<file path="config.mk">
export PLATFORM = sky130hd
export DESIGN_NAME = axi_sub_rd_flat
export DESIGN_NICKNAME = d
export VERILOG_FILES = /design/src/rtl/axi_sub_rd_if.sv /design/src/rtl/axi_sub_rd.sv /design/src/flat_wrapper.sv
export SDC_FILE = /design/constraint.sdc
export NUM_CORES = 1
export LEC_CHECK = 0
export BUFFER_PORTS_ARGS = -buffer_cell sky130_fd_sc_hd__buf_2
export CAP_MARGIN = 20
export CORE_ASPECT_RATIO = 1.75
export CORE_UTILIZATION = 56
export DETAILED_ROUTE_END_ITERATION = 12
export GPL_ROUTABILITY_DRIVEN = 0
export PLACE_DENSITY = 0.82
export SLEW_MARGIN = 20
export SYNTH_ARGS = -nofsm -noshare
export SYNTH_HDL_FRONTEND = slang
export SYNTH_SLANG_ARGS = --single-unit
</file>
<file path="constraint.sdc">
create_clock -name clk -period 4.6 [get_ports clk]
set_clock_uncertainty 0.1 [all_clocks]
set_input_delay 0.69 -clock clk [delete_from_list [all_inputs] [get_ports clk]]
set_output_delay 0.69 -clock clk [all_outputs]
set_load 0.005 [all_outputs]
</file>
<file path="src/rtl/axi_sub_rd_if.sv">
// rtl/axi_sub_rd_if.sv - AXI4 read channel plus downstream request/response bundle
//
// Groups the AR and R channels of an AXI4 read subordinate together with the
// simple in-order downstream read port it drives.
//   slave  : the subordinate's view (axi_sub_rd)
//   master : the environment's view (AXI manager + downstream target)
// Signals:
//   ar*      AR channel: araddr, arburst, arsize, arlen, aruser, arid, arlock,
//            arvalid, arready
//   r*       R channel: rdata, rresp, rid, rlast, rvalid, rready
//   req_*    downstream beat request: req_valid, req_ready, req_addr, req_user
//   rsp_*    downstream in-order response: rsp_valid, rsp_data, rsp_err
interface axi_sub_rd_if #(
  parameter int AW = 32,
  parameter int DW = 32,
  parameter int IW = 3,
  parameter int UW = 32
) ();
  logic [AW-1:0] araddr;
  logic [1:0]    arburst;
  logic [2:0]    arsize;
  logic [7:0]    arlen;
  logic [UW-1:0] aruser;
  logic [IW-1:0] arid;
  logic          arlock;
  logic          arvalid;
  logic          arready;

  logic [DW-1:0] rdata;
  logic [1:0]    rresp;
  logic [IW-1:0] rid;
  logic          rlast;
  logic          rvalid;
  logic          rready;

  logic          req_valid;
  logic          req_ready;
  logic [AW-1:0] req_addr;
  logic [UW-1:0] req_user;

  logic          rsp_valid;
  logic [DW-1:0] rsp_data;
  logic          rsp_err;

  modport slave (
    input  araddr, arburst, arsize, arlen, aruser, arid, arlock, arvalid,
    output arready,
    output rdata, rresp, rid, rlast, rvalid,
    input  rready,
    output req_valid, req_addr, req_user,
    input  req_ready,
    input  rsp_valid, rsp_data, rsp_err
  );

  modport master (
    output araddr, arburst, arsize, arlen, aruser, arid, arlock, arvalid,
    input  arready,
    input  rdata, rresp, rid, rlast, rvalid,
    output rready,
    input  req_valid, req_addr, req_user,
    output req_ready,
    output rsp_valid, rsp_data, rsp_err
  );
endinterface

</file>
<file path="src/rtl/axi_sub_rd.sv">
// rtl/axi_sub_rd.sv - AXI4 read subordinate with per-beat downstream requests
//
// Accepts one AR burst at a time, walks it beat by beat issuing one read
// request per beat to an in-order downstream port, and returns R beats
// through a 2-entry buffer so rready backpressure never loses data.
// Unsupported bursts (oversized arsize, reserved arburst, illegal WRAP length)
// are answered with len+1 SLVERR beats and no downstream traffic.
// Ports:
//   clk    clock
//   rst_n  asynchronous active-low reset
//   bus    axi_sub_rd_if.slave (AR, R, req_*, rsp_*)
module axi_sub_rd #(
  parameter int AW = 32,
  parameter int DW = 32,
  parameter int IW = 3,
  parameter int UW = 32
) (
  input logic          clk,
  input logic          rst_n,
  axi_sub_rd_if.slave  bus
);

  typedef enum logic [1:0] {IDLE, BURST, ERR} state_t;

  localparam logic [2:0] SZ_MAX = 3'($clog2(DW/8));
  localparam logic [1:0] OKAY   = 2'b00;
  localparam logic [1:0] SLVERR = 2'b10;

  state_t        state;
  logic          arready_q;
  logic [AW-1:0] addr_q;
  logic [1:0]    burst_q;
  logic [2:0]    size_q;
  logic [7:0]    len_q;
  logic [IW-1:0] id_q;
  logic [UW-1:0] user_q;
  logic [8:0]    issued_q;
  logic [8:0]    rsp_cnt_q;
  logic [1:0]    outst_q;

  logic [DW-1:0] fifo_data [2];
  logic [1:0]    fifo_resp [2];
  logic          fifo_last [2];
  logic          wr_ptr;
  logic          rd_ptr;
  logic [1:0]    fifo_cnt;

  logic          rvalid;
  logic          pop;
  logic          push;
  logic [DW-1:0] push_data;
  logic [1:0]    push_resp;
  logic          push_last;
  logic [2:0]    credit_used;
  logic          req_valid;
  logic          req_fire;
  logic          rsp_take;
  logic          ar_bad;
  logic [AW-1:0] inc;
  logic [AW-1:0] addr_inc;
  logic [AW-1:0] wrap_mask;
  logic [AW-1:0] next_addr;
  logic          unused_arlock;

  // Exclusive access is not supported; locked reads behave as normal reads.
  assign unused_arlock = bus.arlock;

  assign rvalid = (fifo_cnt != 2'd0);
  assign pop    = rvalid && bus.rready;

  // A beat popped this cycle frees its slot before any new response can
  // arrive, so it is returned as credit immediately; this keeps a 1-cycle
  // downstream streaming at one beat per clock.
  assign credit_used = {1'b0, fifo_cnt} + {1'b0, outst_q} - {2'b00, pop};
  assign req_valid   = (state == BURST) && (issued_q <= {1'b0, len_q}) &&
                       (credit_used < 3'd2);
  assign req_fire    = req_valid && bus.req_ready;
  assign rsp_take    = (state == BURST) && bus.rsp_valid;

  assign ar_bad = (bus.arsize > SZ_MAX) || (bus.arburst == 2'd3) ||
                  ((bus.arburst == 2'd2) &&
                   !(bus.arlen inside {8'd1, 8'd3, 8'd7, 8'd15}));

  // WRAP container is (len+1) beats of 2^size bytes, aligned to its size.
  assign inc       = AW'(1) << size_q;
  assign addr_inc  = addr_q + inc;
  assign wrap_mask = (AW'({1'b0, len_q} + 9'd1) << size_q) - AW'(1);

  always_comb begin
    next_addr = addr_inc;
    case (burst_q)
      2'd0:    next_addr = addr_q;
      2'd2:    next_addr = (addr_q & ~wrap_mask) | (addr_inc & wrap_mask);
      default: next_addr = addr_inc;
    endcase
  end

  always_comb begin
    push      = 1'b0;
    push_data = '0;
    push_resp = OKAY;
    push_last = 1'b0;
    case (state)
      BURST: begin
        push      = bus.rsp_valid;
        push_data = bus.rsp_data;
        push_resp = bus.rsp_err ? SLVERR : OKAY;
        push_last = (rsp_cnt_q == {1'b0, len_q});
      end
      ERR: begin
        push      = (rsp_cnt_q <= {1'b0, len_q}) && ((fifo_cnt != 2'd2) || pop);
        push_resp = SLVERR;
        push_last = (rsp_cnt_q == {1'b0, len_q});
      end
      default: ;
    endcase
  end

  always_ff @(posedge clk or negedge rst_n) begin
    if (!rst_n) begin
      state     <= IDLE;
      arready_q <= 1'b0;
      addr_q    <= '0;
      burst_q   <= '0;
      size_q    <= '0;
      len_q     <= '0;
      id_q      <= '0;
      user_q    <= '0;
      issued_q  <= '0;
      rsp_cnt_q <= '0;
      outst_q   <= '0;
      wr_ptr    <= 1'b0;
      rd_ptr    <= 1'b0;
      fifo_cnt  <= '0;
      for (int i = 0; i < 2; i++) begin
        fifo_data[i] <= '0;
        fifo_resp[i] <= '0;
        fifo_last[i] <= 1'b0;
      end
    end else begin
      if (push) begin
        fifo_data[wr_ptr] <= push_data;
        fifo_resp[wr_ptr] <= push_resp;
        fifo_last[wr_ptr] <= push_last;
        wr_ptr            <= ~wr_ptr;
        rsp_cnt_q         <= rsp_cnt_q + 9'd1;
      end
      if (pop) begin
        rd_ptr <= ~rd_ptr;
      end
      fifo_cnt <= fifo_cnt + {1'b0, push} - {1'b0, pop};

      if (req_fire) begin
        issued_q <= issued_q + 9'd1;
        addr_q   <= next_addr;
      end
      outst_q <= outst_q + {1'b0, req_fire} - {1'b0, rsp_take};

      case (state)
        IDLE: begin
          arready_q <= 1'b1;
          if (arready_q && bus.arvalid) begin
            arready_q <= 1'b0;
            addr_q    <= bus.araddr;
            burst_q   <= bus.arburst;
            size_q    <= bus.arsize;
            len_q     <= bus.arlen;
            id_q      <= bus.arid;
            user_q    <= bus.aruser;
            issued_q  <= '0;
            rsp_cnt_q <= '0;
            outst_q   <= '0;
            state     <= ar_bad ? ERR : BURST;
          end
        end
        BURST, ERR: begin
          if (pop && fifo_last[rd_ptr]) begin
            state     <= IDLE;
            arready_q <= 1'b1;
          end
        end
        default: state <= IDLE;
      endcase
    end
  end

  assign bus.arready   = arready_q;
  assign bus.rvalid    = rvalid;
  assign bus.rdata     = fifo_data[rd_ptr];
  assign bus.rresp     = fifo_resp[rd_ptr];
  assign bus.rlast     = fifo_last[rd_ptr];
  assign bus.rid       = id_q;
  assign bus.req_valid = req_valid;
  assign bus.req_addr  = addr_q;
  assign bus.req_user  = user_q;

endmodule

</file>
<file path="src/flat_wrapper.sv">
// flat-port wrapper written by rule: the top's interface ports become plain ports
module axi_sub_rd_flat 
#(
  parameter int AW = 32,
  parameter int DW = 32,
  parameter int IW = 3,
  parameter int UW = 32
)
  (clk, rst_n, bus_araddr, bus_arburst, bus_arsize, bus_arlen, bus_aruser, bus_arid, bus_arlock, bus_arvalid, bus_arready, bus_rdata, bus_rresp, bus_rid, bus_rlast, bus_rvalid, bus_rready, bus_req_valid, bus_req_addr, bus_req_user, bus_req_ready, bus_rsp_valid, bus_rsp_data, bus_rsp_err);
  axi_sub_rd_if #(.AW(AW), .DW(DW), .IW(IW), .UW(UW)) bus_i ();
  input logic clk;
  input logic rst_n;
  input wire logic [$bits(bus_i.araddr)-1:0] bus_araddr;
  input wire logic [$bits(bus_i.arburst)-1:0] bus_arburst;
  input wire logic [$bits(bus_i.arsize)-1:0] bus_arsize;
  input wire logic [$bits(bus_i.arlen)-1:0] bus_arlen;
  input wire logic [$bits(bus_i.aruser)-1:0] bus_aruser;
  input wire logic [$bits(bus_i.arid)-1:0] bus_arid;
  input wire logic [$bits(bus_i.arlock)-1:0] bus_arlock;
  input wire logic [$bits(bus_i.arvalid)-1:0] bus_arvalid;
  output wire logic [$bits(bus_i.arready)-1:0] bus_arready;
  output wire logic [$bits(bus_i.rdata)-1:0] bus_rdata;
  output wire logic [$bits(bus_i.rresp)-1:0] bus_rresp;
  output wire logic [$bits(bus_i.rid)-1:0] bus_rid;
  output wire logic [$bits(bus_i.rlast)-1:0] bus_rlast;
  output wire logic [$bits(bus_i.rvalid)-1:0] bus_rvalid;
  input wire logic [$bits(bus_i.rready)-1:0] bus_rready;
  output wire logic [$bits(bus_i.req_valid)-1:0] bus_req_valid;
  output wire logic [$bits(bus_i.req_addr)-1:0] bus_req_addr;
  output wire logic [$bits(bus_i.req_user)-1:0] bus_req_user;
  input wire logic [$bits(bus_i.req_ready)-1:0] bus_req_ready;
  input wire logic [$bits(bus_i.rsp_valid)-1:0] bus_rsp_valid;
  input wire logic [$bits(bus_i.rsp_data)-1:0] bus_rsp_data;
  input wire logic [$bits(bus_i.rsp_err)-1:0] bus_rsp_err;
  assign bus_i.araddr = bus_araddr;
  assign bus_i.arburst = bus_arburst;
  assign bus_i.arsize = bus_arsize;
  assign bus_i.arlen = bus_arlen;
  assign bus_i.aruser = bus_aruser;
  assign bus_i.arid = bus_arid;
  assign bus_i.arlock = bus_arlock;
  assign bus_i.arvalid = bus_arvalid;
  assign bus_arready = bus_i.arready;
  assign bus_rdata = bus_i.rdata;
  assign bus_rresp = bus_i.rresp;
  assign bus_rid = bus_i.rid;
  assign bus_rlast = bus_i.rlast;
  assign bus_rvalid = bus_i.rvalid;
  assign bus_i.rready = bus_rready;
  assign bus_req_valid = bus_i.req_valid;
  assign bus_req_addr = bus_i.req_addr;
  assign bus_req_user = bus_i.req_user;
  assign bus_i.req_ready = bus_req_ready;
  assign bus_i.rsp_valid = bus_rsp_valid;
  assign bus_i.rsp_data = bus_rsp_data;
  assign bus_i.rsp_err = bus_rsp_err;
  axi_sub_rd #(.AW(AW), .DW(DW), .IW(IW), .UW(UW)) u_core (.clk(clk), .rst_n(rst_n), .bus(bus_i));
endmodule
</file>
Word level (Yosys, flattened, before mapping):

Index checks and enable logic that the tools add are counted.
Widths: inputs -> output; s select.

* register bits after elaboration: 177
* input bits: 120
* output and inout bits: 105
* logic and storage cells: 126

* $add $sub $neg: 11
* $lt $le $gt $ge: 7
* equal/unequal tests: 13
* shift operators: 2
* muxes and demuxes: 42
* bitwise gates (word level): 8
* reduce and logical (&&, ||, !) cells: 23

Operators by type and width (count)
* $mux 32: 8
* $and 32x32->32: 2
* $bwmux 64: 1
* $pmux 32 s2: 1
* $mux 9: 6
* $add 32x32->32: 1
* $demux 32 s1: 1
* $not 32->32: 1
* $or 32x32->32: 1
* $shl 1x3->32 const A: 1
* $shl 32x3->32: 1
* $sub 32x1->32 const B: 1
* $mux 2: 10
* $add 9x1->9 const B: 2
* $le 9x8->1: 2
* $logic_and 1x1->1: 10
* $add 8x1->9 const B: 1
* $eq 9x8->1: 1
* $eq 2x2->1 const B: 4
* $eq 8x1->1 const B: 1
* $eq 8x2->1 const B: 1
* $eq 8x3->1 const B: 1
* $eq 8x4->1 const B: 1
* $pmux 2 s2: 2
* 26 further kinds: 45

Longest topological paths before layout:

* depth in word-level cells: 10
* mapped depth: 18
* mapped depth without buffers: 18

Least setup slack after synthesis:

OpenSTA, ideal clock, no wires.

* path type: in2reg
* start: input port bus_rready
* end: register u_core.addr_q[9] (netlist: u_core.bus.req_addr[9])
* setup time: 77 ps
* arrival time: 3410 ps
* data required time: 4423 ps
* setup slack: 1013 ps
* stages: 16
* path buffers: 1
* path through: nand2_1 > inv_1 > ha_1 > nand2b_1 > fa_1 > xor2_1 > nand4b_1 > nor3_1 > a211o_1 > nand3_1 > clkbuf_1 > nor2_1 > nand2_1 > or3_1 > xor2_1 > a21oi_1

* longest elaborated chain between the ends: 8

Ends and longest elaborated chain
* start: declaration: RTL line flat_wrapper.sv:27 `input wire logic [$bits(bus_i.rready)-1:0] bus_rready;`
* $logic_and 1x1->1 (*): RTL line axi_sub_rd.sv:69 `assign pop = rvalid && bus.rready;`
* named net u_core.pop: RTL line axi_sub_rd.sv:49 `logic pop;`
* $sub 3x1->3 (*): RTL line axi_sub_rd.sv:74 `assign credit_used = {1'b0, fifo_cnt} + {1'b0, outst_q} - {2'b00, pop};`
* $lt 3x2->1 (*): RTL line axi_sub_rd.sv:76 `(credit_used < 3'd2);`
* $logic_and 1x1->1 (*): RTL line axi_sub_rd.sv:75 `assign req_valid = (state == BURST) && (issued_q <= {1'b0, len_q}) &&`
* $logic_and 1x1->1 (*): RTL line axi_sub_rd.sv:77 `assign req_fire = req_valid && bus.req_ready;`
* $mux 32 (*): RTL line axi_sub_rd.sv:153 `if (req_fire) begin`
* $mux 32: RTL line axi_sub_rd.sv:162 `if (arready_q && bus.arvalid) begin`
* $mux 32 (*): RTL line axi_sub_rd.sv:159 `case (state)`
* end signal: assignment: RTL line axi_sub_rd.sv:155 `addr_q <= next_addr;`
* end signal: assignment: RTL line axi_sub_rd.sv:164 `addr_q <= bus.araddr;`
* end: declaration: RTL line axi_sub_rd.sv:31 `logic [AW-1:0] addr_q;`

Mark *: on every way through the listed nets, which the timed path passes. The rest lies on a longest branch.
A chain may end at the register's enable or synchronous reset.

Worst setup path after layout:

* start: register u_core.fifo_cnt[1]
* end: register u_core.addr_q[9] (netlist: u_core.bus.req_addr[9])

* longest elaborated chain between the ends: 9
* elaborated cells on any way between the ends: 10
* those cells by class: add/sub: 2; order compare: 1; mux: 3; reduce/logical: 4

Ends and longest elaborated chain
* start: declaration: RTL line axi_sub_rd.sv:46 `logic [1:0] fifo_cnt;`
* start signal: assignment: RTL line axi_sub_rd.sv:151 `fifo_cnt <= fifo_cnt + {1'b0, push} - {1'b0, pop};`
* $reduce_bool 2->1 (*): RTL line axi_sub_rd.sv:68 `assign rvalid = (fifo_cnt != 2'd0);`
* $logic_and 1x1->1 (*): RTL line axi_sub_rd.sv:69
* named net u_core.pop: RTL line axi_sub_rd.sv:49
* $sub 3x1->3 (*): RTL line axi_sub_rd.sv:74
* $lt 3x2->1 (*): RTL line axi_sub_rd.sv:76
* $logic_and 1x1->1 (*): RTL line axi_sub_rd.sv:75
* $logic_and 1x1->1 (*): RTL line axi_sub_rd.sv:77
* $mux 32 (*): RTL line axi_sub_rd.sv:153
* $mux 32: RTL line axi_sub_rd.sv:162
* $mux 32 (*): RTL line axi_sub_rd.sv:159

Marks and branches as above.

==> flow_summary.yaml <==
critical_path:
  worst_r2r_startpoint: "u_core.fifo_cnt[1]"
  reg2reg_to: "u_core.bus.req_addr[9]"
  critical_path_cell_count: 18
  timing_worst_setup_path_type: "register to register"
  critical-path-slowest-cell: "sky130_fd_sc_hd__dfrtp_1"
  critPathLaunchType: "register"
  worst_ep_arrival_time_ns: 4.16
  worstSetupEndpointType: "register"
  timing.critical_path.cells: "inv_1, nand2_1, nand2_1, inv_1, ha_1, nand2b_1, fa_1, xor2_1, nand4b_1, nor3_1, a211o_1, nand3_1, buf_4, nor2_1, nand2_1, or3_1, xor2_1, a21oi_1"
  crit_fanout: 19
  cp.required_ns: 4.86
  buffering_stage_count_on_the_worst_path_with_inverters_included: 3
  most_frequent_cell_on_critical_path: "sky130_fd_sc_hd__nand2_1"
  r2r_cells: 18
  critPathTopFamily: "simple AND/OR/NAND/NOR gates"
  setup.reg_to_reg.worst_slack_ns: 0.70
  cp_slowest_stage_delay_ns: 0.39
yosys:
  yosys_most_used_dff: "sky130_fd_sc_hd__dfrtp_1"
  synth_edf_count: 0
  avgSynthCellArea_um2: 9.48
  syn_nets: 1274
  compound_gate_portion_of_the_synthesized_area_pct: 12.5
  largest_family_of_logic_cells_by_synthesized_area: "simple AND/OR/NAND/NOR gates"
  synth.lib_cells_used.distinct: 83
  synthesis.area_um2: 10600
  synth-seq-area-share_pct: 41.5
  synth_warnings: 0
  synthesized_netlist_cell_count: 1114
  synth.mux.area_fraction_pct: 12.3
  synthAdderAreaFrac_pct: 4.88
  yosys.area_share.xor_xnor_pct: 4.56
  yosys_register_bits: 175
  asyncSetResetFlopFracSynth_pct: 100
  synthSimpleGateAreaFrac_pct: 20.4
cts:
  cts_htree_levels: 4
  ctsRootBufferMaster: "sky130_fd_sc_hd__clkbuf_16"
  cts-root-to-sink-buffers: 2
  clock_tree_from_tritoncts: "built"
  cts_inserted_buffers: 17
  cts_num_sinks: 175
  cts.reportedPaths.clkPinSlew_ns: 0.07
  post_cts.repair.setup_buffers: 0
  postCtsHoldBufs: 0
  clock_insertion_delay_worst_skew_ns: 0.45
  post_cts_resized: 0
layout:
  most-common-layout-cells: "sky130_fd_sc_hd__buf_2 (221), sky130_fd_sc_hd__nand2_1 (188), sky130_fd_sc_hd__dfrtp_1 (175), sky130_fd_sc_hd__mux2_2 (100), sky130_fd_sc_hd__nor2_1 (70)"
  n_antenna_cell: 0
  finalNetCount: 1475
  final_cells: 1566
  syn_to_final_growth_pct: 18.3
  final_common_cell: "sky130_fd_sc_hd__buf_2"
  drive_above_1_share_pct: 30.9
detailed_routing:
  viasPerCell: 5.88
  drc: 0
  routed_wire_length_per_instance_um: 17.8
  firstDrtPassIters: 7
  drtIter0Drc: 550
  totalWireLength_mm: 27.9
  vias: 9206
  antenna_violating_nets_left: 0
global_route:
  number_of_antenna_violations_at_the_first_check_in_global_routing: 0
  grtUsageTotal_pct: 29.3
  number_of_global_route_vias_before_repair: 9365
  grt_overflow: 0
  grt_first_pass_wirelength_mm: 44.5
  largest_net_degree_at_the_start_of_global_routing: 116
sta:
  max_clock_freq_mhz: 256
  finalSetupViolCount: 0
  worst_slew_pin_slew_ns: 0.783
  slew_headroom_pct: 47.4
  fraction_of_the_cycle_the_final_worst_path_needs_pct: 84.8
  drv_slew: 0
  period_needed_ns: 3.90
  timing.setup.tns_ns: 0
  rsz_0062_raised_after_global_routing: "false"
  timing.final.hold_violations: 0
pwr:
  pwr-share-clk_pct: 17.3
  power_leakage_uw: 0.00609
  share_comb_of_total_power_pct: 49.8
  power_density_nw_per_um2: 658
  internal_power_uw: 4640
  fin_total_pwr_uw: 8220
  share_seq_of_total_power_pct: 32.9
  switching_power_uw: 3580
  power.switching_fraction_pct: 43.5
  worst_ir_drop_on_vdd_mv: 0.428
run_status:
  run_status: "complete, no violations"
floorplan:
  start_util_pct: 57.1
  top_level_ports: 225
  rows: 66
  placeable_core_region_um2: 18500
  fp.dieW_um: 106
  floorplan.die_area_um2: 19400
  fp.dieH_um: 184
placed_design:
  numPortBuffers: 222
  place_inst: 1533
  dp_hpwl_mm: 20.2
flow_run:
  cap_viol_max_count: 0
hold_path:
  hold_class: "primary input to async pin"
[sequential cells by signal, summed over array words and instances, names as in the netlist, 2 cells and up]
name / count
u_core.fifo_data: 64
u_core.bus.req_user: 32
u_core.size_q: 3
u_core.rsp_cnt_q: 9
u_core.bus.req_addr: 32
u_core.outst_q: 2
u_core.fifo_resp: 2
u_core.fifo_cnt: 2
u_core.bus.rid: 3
u_core.len_q: 8
u_core.fifo_last: 2
u_core.state: 2
u_core.issued_q: 9
u_core.burst_q: 2
[final cells by class]
| cell class | instances | area (µm²) |
|---|---|---|
| tap | 238 | 298 |
| clock inverter | 15 | 153 |
| clock buffer | 17 | 425 |
| fill | 1505 | 6010 |
| timing repair buffer | 243 | 1310 |
| sequential | 175 | 4380 |
| multi-input combinational | 845 | 5800 |
| inverter | 33 | 124 |
[kinds of logic (layout without fill, tap and decap cells)]
| group | Yosys count | count (layout) |
|---|---|---|
| other cells | 1 | 1 |
| flops | 175 | 175 |
| xor+xnor | 55 | 55 |
| simple gates | 434 | 434 |
| buf+inv | 94 | 308 |
| fa+ha+maj | 40 | 40 |
| compound gates | 198 | 198 |
| mux | 117 | 117 |
[synthesized netlist by cell type, drive strengths merged, types with 23 or more instances]
cell	instances	area (µm²)
a21oi	51	259
and2	42	263
buf	23	135
clkbuf	38	143
dfrtp	175	4380
ha	38	475
inv	32	120
mux2	100	1130
nand2	188	706
nand3	26	153
nor2	71	267
nor3	26	156
o21ai	62	322
xnor2	42	368
[worst max-delay path by stage]
stage	from	endpoint	slack (ns)
after floorplan	bus_rready	u_core.bus.req_addr[9]	1.01
after global placement	bus_rready	u_core.bus.req_addr[31]	0.58
after detailed placement	bus_rready	u_core.bus.req_addr[31]	0.47
after CTS	u_core.fifo_cnt[1]	u_core.bus.req_addr[31]	0.70
after global routing	u_core.fifo_cnt[1]	u_core.bus.req_addr[31]	0.37
final	u_core.fifo_cnt[1]	u_core.bus.req_addr[9]	0.70
[worst reg2reg max path, delay by kind of cell (launching register included)]
family,cells,cell delay (ns)
compound gates,2,0.33
fa+ha+maj,2,0.67
flops,1,0.39
xor+xnor,2,0.29
buf+inv,3,0.43
simple gates,9,1.60
[layer usage]
metal	share of wire (%)	wire, µm	track usage, %
met1	36	10100	30.4
met2	53	14900	52.9
met3	4.8	1350	5.57
met4	5.7	1600	20.1
met5	0	0	0
[power by group through the flow]
stage | clock (µW) | sequential [µW] | combinational [µW]
6_report | 1420 | 2700 | 4100
5_1_grt | 1510 | 2780 | 4510
4_1_cts | 1440 | 2690 | 4070
3_5_place_dp | 0 | 2710 | 4040
3_3_place_gp | 0 | 2670 | 3940
2_1_floorplan | 0 | 2540 | 2910
[per-stage QoR]
| step | setup slack [ns] | instance area, µm² | hold slack, ns | util [%] |
|---|---|---|---|---|
| 6_report | 0.700 | 12500 | 0.00837 | 67.5 |
| 4_1_cts | 0.697 | 12500 | 0.292 | 67.4 |
| 5_1_grt | 0.374 | 12500 | 0.0174 | 67.5 |
| 2_1_floorplan | 1.01 | 10600 | 0.294 | - |
| 3_3_place_gp | 0.580 | 11900 | 0.353 | 64.2 |
| 3_5_place_dp | 0.465 | 11900 | 0.357 | 64.2 |
No activity file was read; power rests on OpenSTA's default activity.
